[src/rtl/pass_through_in_queue_pkg.sv]
// Shared definitions for the pass-through input queue and its neighbouring stage.
// Holds the common word width, the default queue depth and the pointer-width helper.
package pass_through_in_queue_pkg;

  localparam int WORD_W        = 10;
  localparam int DEFAULT_DEPTH = 4;

  // Pointer width for a power-of-two depth; never narrower than one bit.
  function automatic int ptr_width(input int depth);
    return (depth < 2) ? 1 : $clog2(depth);
  endfunction

endpackage

[src/rtl/pass_through_in_queue_wrap_counter.sv]
// Modulo-DEPTH pointer counter with increment enable and async active-low clear.
// Updates one cycle after i_inc is sampled high; never stalls.
module queue_wrap_counter
  import pass_through_in_queue_pkg::*;
#(
  parameter  int DEPTH = DEFAULT_DEPTH,
  localparam int PTR_W = ptr_width(DEPTH)
) (
  input  logic             clock,
  input  logic             reset,
  input  logic             i_inc,
  output logic [PTR_W-1:0] o_cnt
);

  localparam logic [PTR_W-1:0] LAST    = PTR_W'(DEPTH - 1);
  localparam logic [PTR_W-1:0] PTR_ONE = PTR_W'(1);

  logic [PTR_W-1:0] r_cnt;
  logic [PTR_W-1:0] w_next;

  // Explicit wrap keeps the pointer correct even if DEPTH stops being a power of two.
  assign w_next = (r_cnt == LAST) ? '0 : (r_cnt + PTR_ONE);

  always_ff @(posedge clock or negedge reset) begin
    if (!reset) begin
      r_cnt <= '0;
    end else if (i_inc) begin
      r_cnt <= w_next;
    end
  end

  assign o_cnt = r_cnt;

endmodule

[src/rtl/pass_through_in_queue.sv]
// Elastic DEPTH-entry FIFO feeding the pass-through stage; enq-to-deq latency one cycle, no bypass.
// Backpressure: enq_ready drops only when full (no pipe-through), deq_valid only when empty.
module pass_through_in_queue
  import pass_through_in_queue_pkg::*;
#(
  parameter  int WIDTH = WORD_W,
  parameter  int DEPTH = DEFAULT_DEPTH,
  localparam int PTR_W = ptr_width(DEPTH)
) (
  input  logic             clock,
  input  logic             reset,
  input  logic             io_enq_valid,
  output logic             io_enq_ready,
  input  logic [WIDTH-1:0] io_enq_bits,
  output logic             io_deq_valid,
  input  logic             io_deq_ready,
  output logic [WIDTH-1:0] io_deq_bits,
  output logic [PTR_W:0]   io_count
);

  localparam logic [PTR_W:0] FULL_CNT = (PTR_W + 1)'(DEPTH);
  localparam logic [PTR_W:0] CNT_ONE  = (PTR_W + 1)'(1);

  logic [WIDTH-1:0] r_mem [DEPTH];
  logic [PTR_W:0]   r_count;
  logic [PTR_W-1:0] w_wr_ptr;
  logic [PTR_W-1:0] w_rd_ptr;
  logic             w_enq_fire;
  logic             w_deq_fire;

  // Flags come from the registered count only, so neither side sees the other's handshake.
  assign io_enq_ready = (r_count != FULL_CNT);
  assign io_deq_valid = (r_count != '0);
  assign io_count     = r_count;

  assign w_enq_fire = io_enq_valid && io_enq_ready;
  assign w_deq_fire = io_deq_valid && io_deq_ready;

  queue_wrap_counter #(.DEPTH(DEPTH)) u_wr_ptr (
    .clock (clock),
    .reset (reset),
    .i_inc (w_enq_fire),
    .o_cnt (w_wr_ptr)
  );

  queue_wrap_counter #(.DEPTH(DEPTH)) u_rd_ptr (
    .clock (clock),
    .reset (reset),
    .i_inc (w_deq_fire),
    .o_cnt (w_rd_ptr)
  );

  // Storage is deliberately left unreset; count alone decides what is valid.
  always_ff @(posedge clock) begin
    if (w_enq_fire) begin
      r_mem[w_wr_ptr] <= io_enq_bits;
    end
  end

  always_ff @(posedge clock or negedge reset) begin
    if (!reset) begin
      r_count <= '0;
    end else begin
      case ({w_enq_fire, w_deq_fire})
        2'b10:   r_count <= r_count + CNT_ONE;
        2'b01:   r_count <= r_count - CNT_ONE;
        default: r_count <= r_count;
      endcase
    end
  end

  assign io_deq_bits = r_mem[w_rd_ptr];

endmodule

[config.mk]
export PLATFORM = sky130hd
export DESIGN_NAME = pass_through_in_queue
export DESIGN_NICKNAME = d
export VERILOG_FILES = /design/src/rtl/pass_through_in_queue_pkg.sv /design/src/rtl/pass_through_in_queue_wrap_counter.sv /design/src/rtl/pass_through_in_queue.sv
export SDC_FILE = /design/constraint.sdc
export NUM_CORES = 1
export LEC_CHECK = 0
export CAP_MARGIN = 20
export CORE_MARGIN = 1
export CORE_UTILIZATION = 26
export CTS_CLUSTER_SIZE = 24
export DETAILED_ROUTE_END_ITERATION = 6
export GPL_ROUTABILITY_DRIVEN = 0
export GPL_TIMING_DRIVEN = 0
export HOLD_SLACK_MARGIN = 0.06
export SYNTH_ARGS = -nofsm -noshare
export SYNTH_HDL_FRONTEND = slang
export SYNTH_HIERARCHICAL = 1
export SYNTH_SLANG_ARGS = --single-unit
[constraint.sdc]
create_clock -name clock -period 1.9 [get_ports clock]
set_input_delay 0.38 -clock clock [delete_from_list [all_inputs] [get_ports clock]]
set_output_delay 0.38 -clock clock [all_outputs]
set_load 0.02 [all_outputs]
==> impl_metrics.toml <==
[yosys]
syn_avg_cell_area_sq_um = 21.21
synth.distinct_cells = 20
ys_seq_area_frac = 0.7458
synth-main-ff-cell = "edfxtp_1"
async_flop_share = 0.1489
yosysTopAreaCell = "edfxtp_1"
netlist_top_cells_area = "edfxtp_1, mux4_2, dfrtp_1, mux2_2, ha_1"
synth_top_cell_area_share = 0.6508
ys_warn_count = 6
synth_nets = 105
syn_area_sq_mm = 0.001846
synth.most_common_cell = "edfxtp_1"
synth-seq-cells = 47
synth_common_cells = "edfxtp_1, mux4_2, dfrtp_1"
synthCells = 87
synth_edf_count = 40

[clocking]
cts.clk_slew.worst_paths_ns = 0.08
clock-root-buffer = "clkbuf_8"
cts_tree = "built"
clock_path_buffers = 2
numCtsBuffers = 5
htreeDepth = 2
insertion_delay_ns = 0.29
clock-sinks = 47

[pwr]
comb_power_share = 0.481
power_frac_seq = 0.375
total_power_mw = 4.124
p_leak_nw = 0.9116
intPower_mw = 2.786
power.switching_mw = 1.338
switching_share = 0.3244
vdd_ir_drop_max_mv = 0.9383
p_per_area_mw_per_mm2 = 1605
power_frac_clock = 0.144

[min_path]
min_path_type = "in2async"

[sta]
worst_slew_pin_slew_ns = 0.6019
fin_ws_ns = -0.1298
rsz0062_at_grt = "yes"
fin_crit_sh = 1.068
fmax_ghz = 0.4927
layout_min_cycle_time_ns = 2.030
timing.final.hold_violations = 0
skew_ns = 0.006488
maxSlewViolCount = 0
setup_violations = 11
relSlewSlack = 0.5983

[finish]
drive_above_1_share = 0.4420
instances_no_fill = 234
postLayoutCellArea_sq_mm = 0.002569
area_delta_synth_final_pct = 39.19
fin_util = 0.3760
diodes = 0
fill_cells = 660
nets = 155

[grt]
globalRouteOverflowTotal = 0
grt_usage = 0.1010
grt_pass1_vias = 1057
gr-usage-met1 = 0.1111
grt_use_met3 = 0.03905
grt_start_max_net_pins = 15
busiest_layer = "met2"
grt_pass1_wl_um = 5402
antenna_found_initial = 0
grt.met2_usage = 0.1753

[drt]
ant_nets = 0
vias = 984
route.final.wire_length_um = 3428
drt_iter0_drc = 72
remaining_drc_errors = 0
viasPerCell = 4.205
wl_per_cell_um = 14.65
dr.pass1.iters = 4

[flow_run]
drv_cap = 0

[floorplan]
die_w_um = 86.25
core_region_area_sq_mm = 0.006832
initial_core_util = 0.2701
io_pins = 29
num_rows = 30
die_y_um = 86.25
die-area_sq_mm = 0.007439

[critical_path]
crit_buf_inv = 1
slowest_delay_ns = 0.43
cp_max_fo = 3
cp_cell_sequence = "or3b_4, nand2_4, ha_4, inv_2, fa_2, xor2_1, nor2_1, xor2_1"
end_kind = "flop"
crit_required_ns = 2.11
arrival_ns = 2.24
r2r_slack_ns = -0.13
rr_endpoint = "io_count[2]"
worstSetupStartpointType = "flop"
crit_slowest_cell = "dfrtp_2"
path_class = "reg2reg"
crit_path_frequent_cell = "xor2_1"
cp_top_family = "simple AND/OR/NAND/NOR gates"
rr_startpoint = "io_count[1]"
ff2ff_path_depth = 8

[placed_design]
io_buffers = 28
hpwlAfterDp_um = 2338
place_area_sq_mm = 0.002265
dp.cells = 211

[outcome]
violations = "setup timing"
status = "finished with violations"
worst max-delay path by stage:
| stage | start | to | slack (ns) | cells past startpoint |
|---|---|---|---|---|
| floorplan | io_count[0] | io_count[2] | -0.15 | 8 |
| global placement | io_enq_valid | r_mem[1][3] | -0.85 | 3 |
| detailed placement | io_deq_ready | io_count[2] | -0.41 | 8 |
| CTS | io_count[0] | io_count[2] | -0.17 | 8 |
| global route | io_count[1] | io_count[2] | -0.17 | 8 |
| finish | io_count[1] | io_count[2] | -0.13 | 8 |
sequential cells by signal (all words and copies together), names as in the netlist:
register / flops
u_wr_ptr/o_cnt: 2
u_rd_ptr/o_cnt: 2
io_count: 3
r_mem: 40
routing by layer:
metal | share of wire | routed length (um)
met1 | 0.38 | 1309
met2 | 0.54 | 1854
met3 | 0.057 | 194
met4 | 0.020 | 70
met5 | 0 | 0
per-stage QoR:
stage / setup WS, ns / setup TNS (ns) / hold slack [ns]
2_1_floorplan: -0.1536 / -3.601 / 0.08441
3_3_place_gp: -0.8469 / -27.79 / 0.4697
3_5_place_dp: -0.4093 / -13.73 / 0.4992
4_1_cts: -0.1653 / -0.6883 / 0.3472
5_1_grt: -0.1743 / -1.496 / 0.3537
6_report: -0.1298 / -0.9141 / 0.3438
timing repair:
item | CTS | global route
gates resized for setup | 53 | 27
buffers inserted | 4 | 11
hold buffers | 0 | 0
setup endpoints to repair | 54 | 33
cloned | 0 | 0
pin swaps | 7 | 8
area by class of cell:
class	instances	area, sq um	area share
clock inverter	1	5.005	0.001948
inverter	4	15.01	0.005845
sequential	47	1380	0.5373
timing repair buffer	43	442.9	0.1724
multi-input combinational	34	491.7	0.1914
tap	96	120.1	0.04676
clock buffer	7	86.33	0.03361
buffer	2	27.53	0.01072
logic make-up after synthesis:
| group | share of synthesized area |
|---|---|
| AND/OR/NAND/NOR | 0.03999 |
| adder cells (fa/ha/maj) | 0.03119 |
| multiplexers | 0.1519 |
| buffers and inverters | 0.01694 |
| XOR/XNOR | 0.01424 |
| flip-flops | 0.7458 |
cell usage in the layout, fill, tap and decap left out, types with 2 or more instances in the layout:
master           Yosys  layout
clkbuf_8             0       6
ha_1                 3       2
buf_6                1      14
xor2_1               2       2
buf_12               0       3
dfrtp_2              0       3
nor2_1               4       3
dlygate4sd2_1        0       2
dfrtp_1              7       4
mux4_2              10      10
buf_4                0       9
inv_1                4       3
edfxtp_1            40      40
clkdlybuf4s50_1      0      16
nor3b_4              0       2
mux2_2               4       4
power by group through the flow:
stage	registers (mW)	logic [mW]	clock network (mW)
finish	1.55	1.98	0.593
global route	1.58	2.11	0.652
CTS	1.55	1.59	0.612
detailed placement	1.56	1.58	0
global placement	1.53	1.49	0
floorplan	1.56	0.914	0
(Power assumes the default switching activity.)
